$ cat src/rtl/alu_pkg.sv
// Shared ALU op encodings, EXU state and shifter direction types.
// Imported by alu_exec_unit and alu_iter_shifter.
package alu_pkg;

  localparam int ALU_TYPE = 8;

  localparam int ALU_ADD = 0;
  localparam int ALU_SLL = 1;
  localparam int ALU_SLT = 2;
  localparam int ALU_XOR = 3;
  localparam int ALU_SRL = 4;
  localparam int ALU_SRA = 5;
  localparam int ALU_OR  = 6;
  localparam int ALU_AND = 7;

  typedef enum logic [1:0] {IDLE, SHIFT, DONE} exu_state_t;

  typedef enum logic [1:0] {SH_LEFT, SH_RIGHT, SH_RIGHT_ARITH} shift_kind_t;

  // Keeps only the lowest set bit so multi-hot selects resolve by index order.
  function automatic logic [ALU_TYPE-1:0] lowest_set(input logic [ALU_TYPE-1:0] v);
    return v & (~v + ALU_TYPE'(1));
  endfunction

endpackage

$ cat src/rtl/alu_iter_shifter.sv
// Iterative shifter: moves up to SHIFT_STEP bits per cycle, ceil(shamt/SHIFT_STEP) cycles.
// done_o flags the final step; result_o is the post-step value to capture that cycle.
module alu_iter_shifter
  import alu_pkg::*;
#(
  parameter int XLEN       = 32,
  parameter int SHIFT_STEP = 4
) (
  input  logic            clk_i,
  input  logic            rst_ni,
  input  logic            start_i,
  input  logic            flush_i,
  input  shift_kind_t     kind_i,
  input  logic [XLEN-1:0] a_i,
  input  logic [4:0]      shamt_i,
  output logic            busy_o,
  output logic            done_o,
  output logic [XLEN-1:0] result_o
);

  localparam logic [5:0] STEP = 6'(SHIFT_STEP);

  logic [XLEN-1:0]   work_q, work_d;
  logic [5:0]        rem_q, rem_d, k;
  shift_kind_t       kind_q;
  logic              fill_q;
  logic [2*XLEN-1:0] right_ext;

  always_comb begin
    k         = (rem_q > STEP) ? STEP : rem_q;
    // fill_q carries the original sign bit for SRA and 0 for SRL
    right_ext = {{XLEN{fill_q}}, work_q} >> k;
    work_d    = (kind_q == SH_LEFT) ? (work_q << k) : right_ext[XLEN-1:0];
    rem_d     = rem_q - k;
  end

  assign busy_o   = (rem_q != 6'd0);
  assign done_o   = busy_o && (rem_q <= STEP);
  assign result_o = work_d;

  always_ff @(posedge clk_i or negedge rst_ni) begin
    if (!rst_ni) begin
      work_q <= '0;
      rem_q  <= '0;
      kind_q <= SH_LEFT;
      fill_q <= 1'b0;
    end else if (flush_i) begin
      rem_q <= '0;
    end else if (start_i) begin
      work_q <= a_i;
      rem_q  <= {1'b0, shamt_i};
      kind_q <= kind_i;
      fill_q <= (kind_i == SH_RIGHT_ARITH) & a_i[XLEN-1];
    end else if (busy_o) begin
      work_q <= work_d;
      rem_q  <= rem_d;
    end
  end

endmodule

$ cat src/rtl/alu_exec_unit.sv
// ALU execute unit: add/logic/compare in 1 cycle, shifts in 1+ceil(shamt/SHIFT_STEP) cycles.
// Result held in a valid/ready register; o_ready = IDLE | (DONE & i_ready); flush beats accept.
module alu_exec_unit
  import alu_pkg::*;
#(
  parameter int SHIFT_STEP = 4,
  parameter int XLEN       = 32
) (
  input  logic                i_clock,
  input  logic                i_reset_n,
  input  logic                i_valid,
  output logic                o_ready,
  input  logic [XLEN-1:0]     i_alu_a,
  input  logic [XLEN-1:0]     i_alu_b,
  input  logic                i_alu_sub,
  input  logic                i_alu_sign,
  input  logic [ALU_TYPE-1:0] i_alu_t,
  input  logic                i_flush,
  output logic                o_valid,
  input  logic                i_ready,
  output logic [XLEN-1:0]     o_result,
  output logic                o_zero,
  output logic                o_less
);

  exu_state_t          state_q;
  logic                valid_q, zero_q, less_q;
  logic [XLEN-1:0]     result_q;

  logic [ALU_TYPE-1:0] t_sel;
  logic [XLEN:0]       sum;
  logic                carry, ovf, less, zero;
  logic                is_shift, accept, sh_start, sh_busy, sh_done;
  logic [XLEN-1:0]     alu_res, sh_result;
  shift_kind_t         sh_kind;

  assign t_sel = lowest_set(i_alu_t);

  // b arrives pre-inverted for subtract, so the overflow test uses it as-is
  assign sum   = {1'b0, i_alu_a} + {1'b0, i_alu_b} + {{XLEN{1'b0}}, i_alu_sub};
  assign carry = sum[XLEN];
  assign ovf   = (i_alu_a[XLEN-1] == i_alu_b[XLEN-1]) & (sum[XLEN-1] != i_alu_a[XLEN-1]);
  assign less  = i_alu_sign ? (sum[XLEN-1] ^ ovf) : ~carry;
  assign zero  = (sum[XLEN-1:0] == '0);

  assign is_shift = t_sel[ALU_SLL] | t_sel[ALU_SRL] | t_sel[ALU_SRA];
  assign sh_kind  = t_sel[ALU_SLL] ? SH_LEFT : (t_sel[ALU_SRA] ? SH_RIGHT_ARITH : SH_RIGHT);

  always_comb begin
    alu_res = '0;
    if (t_sel[ALU_ADD])      alu_res = sum[XLEN-1:0];
    else if (t_sel[ALU_SLT]) alu_res = {{(XLEN-1){1'b0}}, less};
    else if (t_sel[ALU_XOR]) alu_res = i_alu_a ^ i_alu_b;
    else if (t_sel[ALU_OR])  alu_res = i_alu_a | i_alu_b;
    else if (t_sel[ALU_AND]) alu_res = i_alu_a & i_alu_b;
    else if (is_shift)       alu_res = i_alu_a;
  end

  assign o_ready  = (state_q == IDLE) | ((state_q == DONE) & i_ready);
  assign accept   = i_valid & o_ready & ~i_flush;
  assign sh_start = accept & is_shift & (i_alu_b[4:0] != 5'd0);

  alu_iter_shifter #(
    .XLEN       (XLEN),
    .SHIFT_STEP (SHIFT_STEP)
  ) u_shifter (
    .clk_i    (i_clock),
    .rst_ni   (i_reset_n),
    .start_i  (sh_start),
    .flush_i  (i_flush),
    .kind_i   (sh_kind),
    .a_i      (i_alu_a),
    .shamt_i  (i_alu_b[4:0]),
    .busy_o   (sh_busy),
    .done_o   (sh_done),
    .result_o (sh_result)
  );

  always_ff @(posedge i_clock or negedge i_reset_n) begin
    if (!i_reset_n) begin
      state_q  <= IDLE;
      valid_q  <= 1'b0;
      result_q <= '0;
      zero_q   <= 1'b0;
      less_q   <= 1'b0;
    end else if (i_flush) begin
      state_q <= IDLE;
      valid_q <= 1'b0;
    end else if (accept) begin
      zero_q <= zero;
      less_q <= less;
      if (sh_start) begin
        state_q <= SHIFT;
        valid_q <= 1'b0;
      end else begin
        result_q <= alu_res;
        state_q  <= DONE;
        valid_q  <= 1'b1;
      end
    end else begin
      case (state_q)
        SHIFT: begin
          if (sh_done) begin
            result_q <= sh_result;
            state_q  <= DONE;
            valid_q  <= 1'b1;
          end else if (!sh_busy) begin
            state_q <= IDLE;
          end
        end
        DONE: begin
          if (i_ready) begin
            state_q <= IDLE;
            valid_q <= 1'b0;
          end
        end
        default: ;
      endcase
    end
  end

  assign o_valid  = valid_q;
  assign o_result = result_q;
  assign o_zero   = zero_q;
  assign o_less   = less_q;

endmodule

$ cat config.mk
export PLATFORM = sky130hd
export DESIGN_NAME = alu_exec_unit
export DESIGN_NICKNAME = d
export VERILOG_FILES = /design/src/rtl/alu_pkg.sv /design/src/rtl/alu_iter_shifter.sv /design/src/rtl/alu_exec_unit.sv
export SDC_FILE = /design/constraint.sdc
export NUM_CORES = 1
export LEC_CHECK = 0
export CORE_ASPECT_RATIO = 0.5
export CORE_MARGIN = 2
export CORE_UTILIZATION = 55
export DETAILED_ROUTE_END_ITERATION = 16
export GPL_ROUTABILITY_DRIVEN = 1
export HOLD_SLACK_MARGIN = 0.02
export PLACE_DENSITY = 0.79
export SYNTH_ARGS = -nofsm -noshare
export SYNTH_HDL_FRONTEND = slang
export SYNTH_SLANG_ARGS = --single-unit
export TNS_END_PERCENT = 1
$ cat constraint.sdc
create_clock -name i_clock -period 4.7 [get_ports i_clock]
set_input_delay 0.94 -clock i_clock [delete_from_list [all_inputs] [get_ports i_clock]]
set_output_delay 0.94 -clock i_clock [all_outputs]
set_load 0.02 [all_outputs]
## After elaboration in Yosys (flattened, before gate mapping)

Cells that the tools add are included.

- Memories: 0
- Register bits: 78
- RAM bits: 0
- Logic and storage cells: 94
- Input bits: 79
- Latch bits: 0
- Memory bits (read-only): 0

- Shift operators: 2
- Div/mod/pow operators: 0
- Magnitude comparators: 2
- Bitwise operators: 18
- Add/sub/neg operators: 4
- Equal/unequal tests: 9
- Multiplexer cells: 33
- Reductions and logical operators: 17
- Multiply operators: 0

Operator list:

| operator | number |
|---|---|
| $mux W32 | 13 |
| $shr A64 B6 Y32 | 1 |
| $add A32 B32 Y33 | 1 |
| $add A33 B1 Y33 | 1 |
| $and A32 B32 Y32 | 1 |
| $logic_not A32 Y1 | 1 |
| $or A32 B32 Y32 | 1 |
| $shl A32 B6 Y32 | 1 |
| $xor A32 B32 Y32 | 1 |
| $mux W6 | 4 |
| $mux W2 | 8 |
| $add A8 B1 Y8 const B | 1 |
| $and A8 B8 Y8 | 1 |
| $ne A4 B4 Y1 const B | 2 |
| $not A8 Y8 | 1 |
| $and A1 B1 Y1 | 7 |
| $gt A6 B3 Y1 const B | 1 |
| $le A6 B3 Y1 const B | 1 |
| $mux W1 | 6 |
| $reduce_and A2 Y1 | 3 |
| $reduce_and A3 Y1 | 2 |
| $reduce_bool A2 Y1 | 3 |
| $reduce_bool A6 Y1 | 1 |
| $sub A6 B6 Y6 | 1 |
| 17 further kinds | 22 |

## Depth between registers and ports, before layout

Gate-level depths: netlist of run 1.

- Word-level depth: 13
- Depth in mapped cells: 13
- Mapped depth without buffers: 13

## Modules after synthesis

From an unflattened synthesis of run 1, not the netlist that was laid out.

- Cell total of the unflattened synthesis: 1,365
- Area total of the unflattened synthesis: 10,317.4 sq um

Modules (own cells, without submodules):

| module | cells an instance | instances | area an instance (sq um) |
|---|---|---|---|
| alu_exec_unit | 760 | 1 | 5,691.7 |
| alu_iter_shifter | 605 | 1 | 4,625.7 |

## Worst setup path before layout of run 1

No wires, ideal clock.

- Path type: input -> register
- Start: in i_alu_a[0]
- End: reg zero_q, in the netlist o_zero
- Slack: 1.193 ns
- Library setup time: 0.076 ns
- Data arrival time: 3.431 ns
- Stages: 13
- Data required time: 4.624 ns
- Buffers on the path: 0
- Cell sequence: inv_1 fa_1 inv_1 fa_1 nand3_1 a21oi_2 o21ai_2 or3_1 a31o_2 a221o_1 and4b_1 nand4_1 o21ai_1

- Cells in the longest elaborated chain, start to end: 3

RTL lines:

| element | RTL line | source |
|---|---|---|
| start: declaration | alu_exec_unit.sv:13 | `input logic [XLEN-1:0] i_alu_a,` |
| $add A32 B32 Y33 | alu_exec_unit.sv:40 | `assign sum = {1'b0, i_alu_a} + {1'b0, i_alu_b} + {{XLEN{1'b0}}, i_alu_sub};` |
| $add A33 B1 Y33 | alu_exec_unit.sv:40 |  |
| $logic_not A32 Y1 | alu_exec_unit.sv:44 | `assign zero = (sum[XLEN-1:0] == '0);` |
| end signal: assignment | alu_exec_unit.sv:90 | `zero_q <= zero;` |
| end: declaration | alu_exec_unit.sv:27 | `logic valid_q, zero_q, less_q;` |

Every way passes these cells.
A chain may end at the register's enable or synchronous reset.

## Worst setup path in the final report of run 1

- Start: in i_alu_a[16]
- End: reg result_q[27], in the netlist o_result[27]

- Cells in the longest elaborated chain, start to end: 5

RTL lines:

| element | RTL line | source |
|---|---|---|
| $add A32 B32 Y33 | alu_exec_unit.sv:40 |  |
| $add A33 B1 Y33 | alu_exec_unit.sv:40 |  |
| $mux W32 | alu_exec_unit.sv:51 | `if (t_sel[ALU_ADD]) alu_res = sum[XLEN-1:0];` |
| $mux W32 | alu_exec_unit.sv:92 | `if (sh_start) begin` |
| $mux W32 | alu_exec_unit.sv:89 | `end else if (accept) begin` |
| end signal: assignment | alu_exec_unit.sv:96 | `result_q <= alu_res;` |
| end signal: assignment | alu_exec_unit.sv:104 | `result_q <= sh_result;` |
| end: declaration | alu_exec_unit.sv:28 | `logic [XLEN-1:0] result_q;` |

Every way passes these cells. The select of a mux whose other input is x is not followed.

==> summary.txt, run 1 <==
Share of the synthesized area in the top cell type -> 0.199
Slew headroom -> 0.297
Iter 0 DRT Violations -> 1,531
Post-detail-place hpwl -> 29.5 mm
Total GRT Usage -> 0.408
Vias per cell -> 6.75
Syn Inst Count -> 1,314
Outcome -> complete, no violations
Vias in the first global route -> 9,981
Avg Cell Area, Syn -> 7.47 um2
WS Path Type -> in2reg
Die height -> 98.4 um
GR Overflow Total -> 0
Pre-antenna DRT Iters -> 9
Post_cts resized -> 0
Flop pwr share -> 0.253
Worst Clk Skew -> 6.04 ps
Post-layout min period -> 4260 ps
Global-route wire length before repair -> 58.6 mm
Synth Warn # -> 0
Hold path depth -> 1
Worst Hold Launch -> o_result[15]
I/O pin total -> 115
Leakage -> 0.00515 uW
Routed Antenna Nets -> 0
Internal power -> 2520 uW
Combinational power share -> 0.597
CTS H-tree depth -> 3
Hold Violations, Final -> 0
Power Dens Cells -> 427 mW/mm2
R2R depth -> 9
Clk pwr share -> 0.150
Total CTS buffers -> 9
Worst-Skew Late Latency -> 340 ps
Final Wtd Congestion -> 1.01
Die Area -> 0.0190 mm2
Register area share after synthesis -> 0.199
CTS Buffer Depth -> 2
XOR/XNOR Fraction of Synth Area -> 0.0125
Clock root cell -> clkbuf_16
Final setup viols -> 0
MaxCap Viol Count -> 0
Crit. End Element -> register
Post-Synth Adder-Cell Area -> 0.0921
Worst hold path class -> reg2reg
CP max FO -> 10
Fin. max-slew vios -> 0
IO buf count -> 114
P_sw -> 2380 uW
Via Count -> 11,000
Largest family of logic cells by synthesized area -> compound AO/OA/AOI/OAI gates
Worst R2R End -> o_result[15]
VDD IR-drop max -> 0.247 mV
Chip width -> 193 um
Critical Path RT -> 4980 ps
Remaining DRCs -> 0
Share of cells above drive strength 1 -> 0.0889
CP Data Arrival Time -> 4540 ps
Core ar. -> 0.0174 mm2
Setup Buffers After CTS -> 0
Hold endpoint -> o_result[15]
R2r setup slk -> 950 ps
Largest net degree at the start of global routing -> 79
CTS tree -> built
Setup TNS -> 0 ps
RSZ-0062 raised after global routing -> no
Netlist cell types -> 87
Synth Area in Compound Gates -> 0.294
Nets -> 1,540
Syn nets -> 1,464
Hold_buf cts -> 0
Post-synth top area cell -> dfrtp_1
Routed WL -> 38.6 mm
Max frequency -> 235 MHz
Primary FF master, synth -> dfrtp_1
CTS Sinks -> 78
Starting Density -> 0.564
Pin slew with the least headroom to its limit -> 1050 ps
Drt wl/cell -> 23.7 um
Cell row count -> 34
Synth-to-layout area growth -> 17.1%
Post-Syn Area -> 0.00981 mm2
Yosys reg bits -> 78
Initial antenna violation count -> 0
Worst Setup SP -> i_alu_a[16]
Top-count cell post-synth -> nand2_1
Asr flop ratio synth -> 1.00
Simple logic cell fraction of the synthesized area -> 0.214
Commonest cells post-synth -> nand2_1 (150), nor2_1 (145), o21ai_0 (115), inv_1 (82), a21oi_1 (81)
Pwr Total -> 4900 uW
Fin crit share -> 0.906
Post-synthesis mux area share -> 0.109
# fillers -> 1,568
Reg2reg start -> u_shifter.rem_q[2]
Clk slew on worst S/H paths -> 60 ps
Setup crit start kind -> primary input
Post-synth EDFFs -> 0
Synth area leaders -> dfrtp_1 (20%), ha_1 (8.8%), o21ai_0 (5.9%)
Switching part of the total power -> 0.486
layout by cell type (no fill, tap or decap), drive strengths merged, types with 32 or more instances in the layout:
master,synthesis,routed
a21oi,83,83
buf,33,52
clkdlybuf4s50,0,113
dfrtp,78,78
ha,69,69
inv,82,83
mux2i,52,52
nand2,150,150
nand3,33,33
nor2,145,145
nor3,45,45
o21ai,125,125
o31ai,32,32
stage by stage:
step / util / cells / cell area (um2) / setup WS, ps / hold WS, ps
floorplan: - / 1314 / 9810 / 1190 / 461
global placement: 0.643 / 1613 / 11200 / 334 / 461
detailed placement: 0.643 / 1613 / 11200 / 257 / 470
CTS: 0.660 / 1629 / 11500 / 578 / 488
global route: 0.660 / 1629 / 11500 / 254 / 505
finish: 0.660 / 1630 / 11500 / 440 / 482
metal layers:
layer / GRT usage / routed length (um)
met3: 0.174 / 6050
met2: 0.558 / 15300
met1: 0.605 / 16800
met5: 0 / 0
met4: 0.0583 / 435
worst max path at each step:
stage,to
after floorplan,o_zero
after CTS,o_result[27]
after detailed placement,o_zero
after global routing,o_result[27]
after global placement,o_zero
final,o_result[27]
power groups by stage:
stage | Sequential [uW] | Combinational [uW] | Clock [uW]
floorplan | 1300 | 1660 | 0
global placement | 1220 | 2770 | 0
detailed placement | 1230 | 2810 | 0
CTS | 1230 | 2830 | 736
global route | 1270 | 3140 | 768
finish | 1240 | 2930 | 734
logic make-up (layout without fill, tap and decap cells):
group           count (synthesis)  after routing
compound gates                430            430
mux                            78             78
fa+ha+maj                      71             71
other cells                     2              3
simple gates                  459            459
flops                          78             78
xor+xnor                       14             14
buf+inv                       182            263
flip-flops by register name, indices dropped and copies added, names as in the netlist:
signal and cells:
o_zero 1, u_shifter.work_q 32, u_shifter.kind_q 2, u_shifter.rem_q 6
u_shifter.fill_q 1, o_result 32, state_q 2, o_valid 1
o_less 1
worst max-delay path, stage by stage:
cell and delay [ps]:
clkdlybuf4s50_1 570, inv_1 80, ha_1 440, a21oi_1 320
o211ai_1 150, a31oi_1 460, o21ai_0 190, a31oi_1 360
mux2i_1 300, o21ai_0 250, a311o_1 430, nand2_1 60
cell type report:
class / count / area (um2) / area share
Timing Repair Buffer: 165 / 1520 / 0.132
Antenna cell: 1 / 2.50 / 0.000218
Clock buffer: 12 / 246 / 0.0215
Tap cell: 234 / 293 / 0.0255
Sequential cell: 78 / 1950 / 0.170
Clock inverter: 4 / 55.1 / 0.00479
Multi-Input combinational cell: 1054 / 7110 / 0.619
Inverter: 82 / 308 / 0.0268
Power figures use the tool's default switching activity.
==> inputs of run 2 (changes only) <==
Settings changed: CORE_UTILIZATION 55 to 43, PLACE_DENSITY 0.79 to not set.
==> run 2 against run 1 <==
Final cell count increased by 4.4%. Worst setup slack got worse by 340 ps. Wire length is 3.0% higher. Power hardly changed. First-iteration DRC count shrank 16%. Sequential share of layout area decreased by 0.11 points. Final area increased by 0.67%. Global-route usage fell by 8.4 points. Non-clock buffer count did not move. Via count shrank 1.7%. Flip-flop and latch count unchanged. Critical path type unchanged.
==> summary.txt, run 2 (synthesis results as in run 1) <==
Dpl ws -> -70.9 ps (-328 ps)
MaxCap Viol Count -> 0 (unchanged)
Slew headroom -> 0.186 (-0.111)
Switching part of the total power -> 0.486 (+0.000672)
Starting Density -> 0.434 (-0.130)
Outcome -> complete, no violations
Worst Hold Launch -> o_result[15]
Finished Cell Area -> 0.0116 mm2 (+0.67%)
Chip width -> 218 um (+13%)
Iter 0 DRT Violations -> 1,291 (-16%)
Final setup margin -> 101 ps (-340 ps)
Pwr Total -> 4910 uW (about the same)
IO buf count -> 114 (unchanged)
Remaining DRCs -> 0 (unchanged)
I/O pin total -> 115 (unchanged)
Clock root cell -> clkbuf_16
Internal power -> 2520 uW (-0.10%)
VDD IR-drop max -> 0.217 mV (-12%)
Final Wtd Congestion -> 0.978 (-3.2%)
Worst Clk Skew -> 5.99 ps (-0.0546 ps)
CTS tree -> built
Most common cell after layout, fill and taps aside -> nand2_1
Initial antenna violation count -> 0 (unchanged)
Via Count -> 10,800 (-1.7%)
Synth-to-layout area growth -> 17.9%
Setup Buffers After CTS -> 0 (unchanged)
CTS Sinks -> 78 (unchanged)
Hold_buf cts -> 0 (unchanged)
N_diodes -> 0 (-1)
CP max FO -> 5 (-5)
Die height -> 111 um (+13%)
Worst R2R End -> u_shifter.work_q[15]
CP Data Arrival Time -> 4830 ps (+290 ps)
CTS Buffer Depth -> 2 (unchanged)
R2R depth -> 9 (unchanged)
Share of cells above drive strength 1 -> 0.0890 (about the same)
Crit. End Element -> register
Post_cts resized -> 0 (unchanged)
Total GRT Usage -> 0.324 (-0.0837)
Nets -> 1,540 (unchanged)
Final setup viols -> 0 (unchanged)
Inst Count DP -> 1,686 (+4.5%)
Reg2reg start -> u_shifter.rem_q[3]
Drt wl/cell -> 23.4 um (-1.3%)
Worst-Skew Late Latency -> 350 ps (about the same)
RSZ-0062 raised after global routing -> no
Layout Utilization -> 0.512 (-0.148)
Pre-antenna DRT Iters -> 6 (-3)
Total CTS buffers -> 9 (unchanged)
Leakage -> 0.00515 uW (about the same)
Commonest cells after routing, fill and taps aside -> nand2_1 (150), nor2_1 (143), o21ai_0 (115)
CTS H-tree depth -> 3 (unchanged)
Routed Antenna Nets -> 0 (unchanged)
Post-route insts no fill -> 1,701 (+4.4%)
Routed WL -> 39.7 mm (+3.0%)
Post-layout min period -> 4600 ps (+340 ps)
Worst hold path class -> reg2reg
Hold endpoint -> o_result[15]
Post-detail-place hpwl -> 30.4 mm (+2.9%)
Core ar. -> 0.0226 mm2 (+30%)
WS Path Type -> in2reg
Vias in the first global route -> 9,744 (-2.4%)
Largest net degree at the start of global routing -> 79 (unchanged)
Setup crit start kind -> primary input
Post-placement cell area -> 0.0113 mm2 (+0.82%)
Global-route wire length before repair -> 60.1 mm (+2.5%)
Cell row count -> 39 (+15%)
P_sw -> 2390 uW (+0.16%)
Die Area -> 0.0241 mm2 (+27%)
Critical Path RT -> 4930 ps (-50 ps)
Hold Violations, Final -> 0 (unchanged)
Combinational power share -> 0.597 (about the same)
Hold path depth -> 1 (unchanged)
Worst Setup SP -> i_alu_a[1]
Vias per cell -> 6.36 (-5.8%)
Power Dens Cells -> 424 mW/mm2 (-0.64%)
R2r setup slk -> 930 ps (-20 ps)
Pin slew with the least headroom to its limit -> 1190 ps (+136 ps)
Flop pwr share -> 0.256 (+0.003)
Max frequency -> 217 MHz (-7.4%)
Clk pwr share -> 0.147 (-0.003)
GR Overflow Total -> 0 (unchanged)
Fin crit share -> 0.979 (+0.0723)
Clk slew on worst S/H paths -> 60 ps (about the same)
Fin. max-slew vios -> 0 (unchanged)
==> run 2: metrics by stage <==
stage | TNS [ps] | hold slack (ps)
after global routing | 0 | 490
final | 0 | 478
after detailed placement | -70.9 | 466
after CTS | 0 | 480
after floorplan | 0 | 461
after global placement | -82.5 | 462
==> run 2: cell type report <==
type	count	area (um2)
timing repair buffer	165	1520
fill	2189	11000
clock buffer	11	243
multi-input combinational	1054	7110
clock inverter	4	47.5
sequential	78	1950
inverter	82	308
tap	307	384
==> run 2: power by group through the flow <==
stage          sequential (uW)  clock (uW)  combinational, uW
6_report                  1260         722               2930
4_1_cts                   1240         729               2860
5_1_grt                   1290         756               3140
3_3_place_gp              1240           0               2830
2_1_floorplan             1300           0               1660
3_5_place_dp              1250           0               2840
==> run 2: worst max-delay path by stage <==
stage	endpoint	slack (ps)
2_1_floorplan	o_zero	1190
5_1_grt	o_result[13]	1
6_report	o_result[13]	100
3_3_place_gp	o_result[13]	-80
3_5_place_dp	o_result[13]	-70
4_1_cts	o_result[13]	280
==> run 2: worst max-delay path, cell delays in order <==
cell             delay [ps]
clkdlybuf4s50_1         720
inv_1                    90
ha_1                    300
nor2b_4                 170
o311ai_2                150
or3_1                   470
a21boi_1                280
a21boi_0                190
xnor2_1                 160
a2111oi_0              1040
buf_4                   250
o31ai_1                  60
==> run 2: layer usage <==
layer | global-route usage | up-vias | routed length, um
li1 | - | 4972 | -
met1 | 0.520 | 5269 | 19100
met2 | 0.446 | 546 | 16000
met3 | 0.0689 | 26 | 4400
met4 | 0.0402 | 0 | 280
met5 | 0 | - | 0
==> inputs of run 3 (changes only) <==
Settings changed: CORE_UTILIZATION 43 to 30.
==> run 3 against run 2 <==
Sequential share of layout area decreased by 0.28 points. Worst setup slack improved by 290 ps. Critical path type unchanged. Final cell count increased by 7.6%. Global-route usage decreased by 11 points. Sequential power about the same. Combinational power decreased by 3%. Clock power increased by 2%. First-iteration DRC count decreased by 13%. Register-to-register slack improved by 290 ps.
==> summary.txt, run 3 (synthesis results as in run 1) <==
Drt wl/cell -> 20.7 um (-12%)
Total CTS buffers -> 9 (unchanged)
Inst Count DP -> 1,812 (+7.5%)
Outcome -> complete, no violations
Hold endpoint -> o_result[26]
Final Wtd Congestion -> 0.930 (-4.9%)
Initial antenna violation count -> 2 (+2)
MaxCap Viol Count -> 0 (unchanged)
Worst Hold Launch -> o_result[26]
Vias per cell -> 5.74 (-9.7%)
GR Overflow Total -> 0 (unchanged)
Most common cell after layout, fill and taps aside -> nand2_1
CTS tree -> built
Critical Path RT -> 4970 ps (+40 ps)
CTS Buffer Depth -> 2 (unchanged)
Chip width -> 260 um (+19%)
Starting Density -> 0.307 (-0.127)
WS Path Type -> in2reg
Hold_buf cts -> 0 (unchanged)
Synth-to-layout area growth -> 19.9%
Slew headroom -> 0.258 (+0.0726)
I/O pin total -> 115 (unchanged)
Hold Violations, Final -> 0 (unchanged)
Slowest-stage cell, CP -> clkdlybuf4s50_1
Largest delay share family, worst path -> simple AND/OR/NAND/NOR gates
Setup TNS -> 0 ps (unchanged)
Routed WL -> 37.8 mm (-4.8%)
R2R depth -> 8 (-1)
Core ar. -> 0.0319 mm2 (+41%)
Fin crit share -> 0.916 (-0.0626)
Nets -> 1,541 (+0.065%)
Remaining DRCs -> 0 (unchanged)
Setup crit start kind -> primary input
Final setup viols -> 0 (unchanged)
Post-layout min period -> 4310 ps (-294 ps)
Iter 0 DRT Violations -> 1,124 (-13%)
Clk slew on worst S/H paths -> 70 ps (about the same)
Pwr Total -> 4840 uW (-1.4%)
Critical path cell sequence -> clkdlybuf4s50_1, inv_1, fa_1, inv_1, fa_1, nor3b_1, nand3_1, or4_1, a2111oi_0, and4b_1, nand4_1, o21ai_1
RSZ-0062 raised after global routing -> no
Total GRT Usage -> 0.216 (-0.108)
Post-placement cell area -> 0.0115 mm2 (+1.6%)
Vias in the first global route -> 9,442 (-3.1%)
Crit. End Element -> register
Pre-antenna DRT Iters -> 6 (unchanged)
Cell row count -> 46 (+18%)
Largest net degree at the start of global routing -> 50 (-37%)
Hold path depth -> 2 (+1)
Post_cts resized -> 0 (unchanged)
CP Data Arrival Time -> 4580 ps (-250 ps)
Worst R2R End -> o_result[7]
Die height -> 132 um (+19%)
Fin. max-slew vios -> 0 (unchanged)
Global-route wire length before repair -> 58.4 mm (-2.8%)
CTS H-tree depth -> 3 (unchanged)
Reg2reg start -> u_shifter.rem_q[2]
IO buf count -> 114 (unchanged)
Via Count -> 10,500 (-2.8%)
Max frequency -> 232 MHz (+6.8%)
Worst-Skew Late Latency -> 350 ps (about the same)
Pin slew with the least headroom to its limit -> 1110 ps (-80.9 ps)
Leakage -> 0.00515 uW (about the same)
Die Area -> 0.0343 mm2 (+42%)
Setup Buffers After CTS -> 0 (unchanged)
R2r setup slk -> 1220 ps (+290 ps)
CP max FO -> 3 (-2)
Finished Cell Area -> 0.0118 mm2 (+1.7%)
Worst Clk Skew -> 9.94 ps (+3.96 ps)
Power Dens Cells -> 411 mW/mm2 (-3.0%)
Worst hold path class -> reg2reg
Post-detail-place hpwl -> 29.0 mm (-4.7%)
Crit path buf inv count -> 3 (unchanged)
Routed Antenna Nets -> 0 (unchanged)
CP max stage delay -> 530 ps (-510 ps)
VDD IR-drop max -> 0.193 mV (-11%)
Commonest cells after routing, fill and taps aside -> nand2_1 (150), nor2_1 (143), o21ai_0 (115)
CTS Sinks -> 78 (unchanged)
Post-route insts no fill -> 1,830 (+7.6%)
Share of cells above drive strength 1 -> 0.0903 (+0.00131)
Clock root cell -> clkbuf_16
==> run 3: worst register-to-register path, stage by stage, from the launching register on <==
cell and delay (ps):
dfrtp_1 480, nor4_4 550, and2_4 620, mux4_1 680
a211o_1 310, o31ai_1 190, nor2_1 230, a21oi_1 190
o21ai_0 120
==> run 3: worst max path at each step <==
stage | start | to | cells past startpoint
final | i_alu_b[0] | o_zero | 12
after global routing | i_alu_b[16] | o_result[25] | 11
after CTS | i_alu_b[0] | o_zero | 12
after detailed placement | i_alu_b[0] | o_zero | 12
after global placement | i_alu_b[0] | o_zero | 12
after floorplan | i_alu_a[0] | o_zero | 13
==> run 3: stage by stage <==
step                      hold WS (ps)  setup WS, ps   util
after floorplan                    461          1190      -
after global placement             457           267  0.359
after detailed placement           467           154  0.359
after CTS                          481           508  0.368
after global routing               502           102  0.368
final                              478           395  0.368
==> run 3: layer usage <==
layer | vias to the layer above | GRT usage | part of all wire
li1 | 4969 | - | -
met1 | 5051 | 0.343 | 0.49
met2 | 462 | 0.308 | 0.41
met3 | 25 | 0.0311 | 0.079
met4 | 0 | 0.0358 | 0.013
met5 | - | 0 | 0
==> run 3: power breakdown <==
| group | internal (uW) | switching [uW] | leakage (uW) | total, uW |
|---|---|---|---|---|
| combinational | 1160 | 1670 | 0.00401 | 2830 |
| clock | 416 | 321 | 0.000139 | 737 |
| sequential | 928 | 339 | 0.00100 | 1270 |
==> run 3: cell type report <==
| cell class | count | area [um2] |
|---|---|---|
| antenna | 2 | 5.00 |
| clock buffer | 10 | 229 |
| clock inverter | 6 | 71.3 |
| fill | 3311 | 20200 |
| inverter | 82 | 308 |
| multi-input combinational | 1054 | 7120 |
| sequential | 78 | 1950 |
| tap | 432 | 541 |
| timing repair buffer | 166 | 1540 |
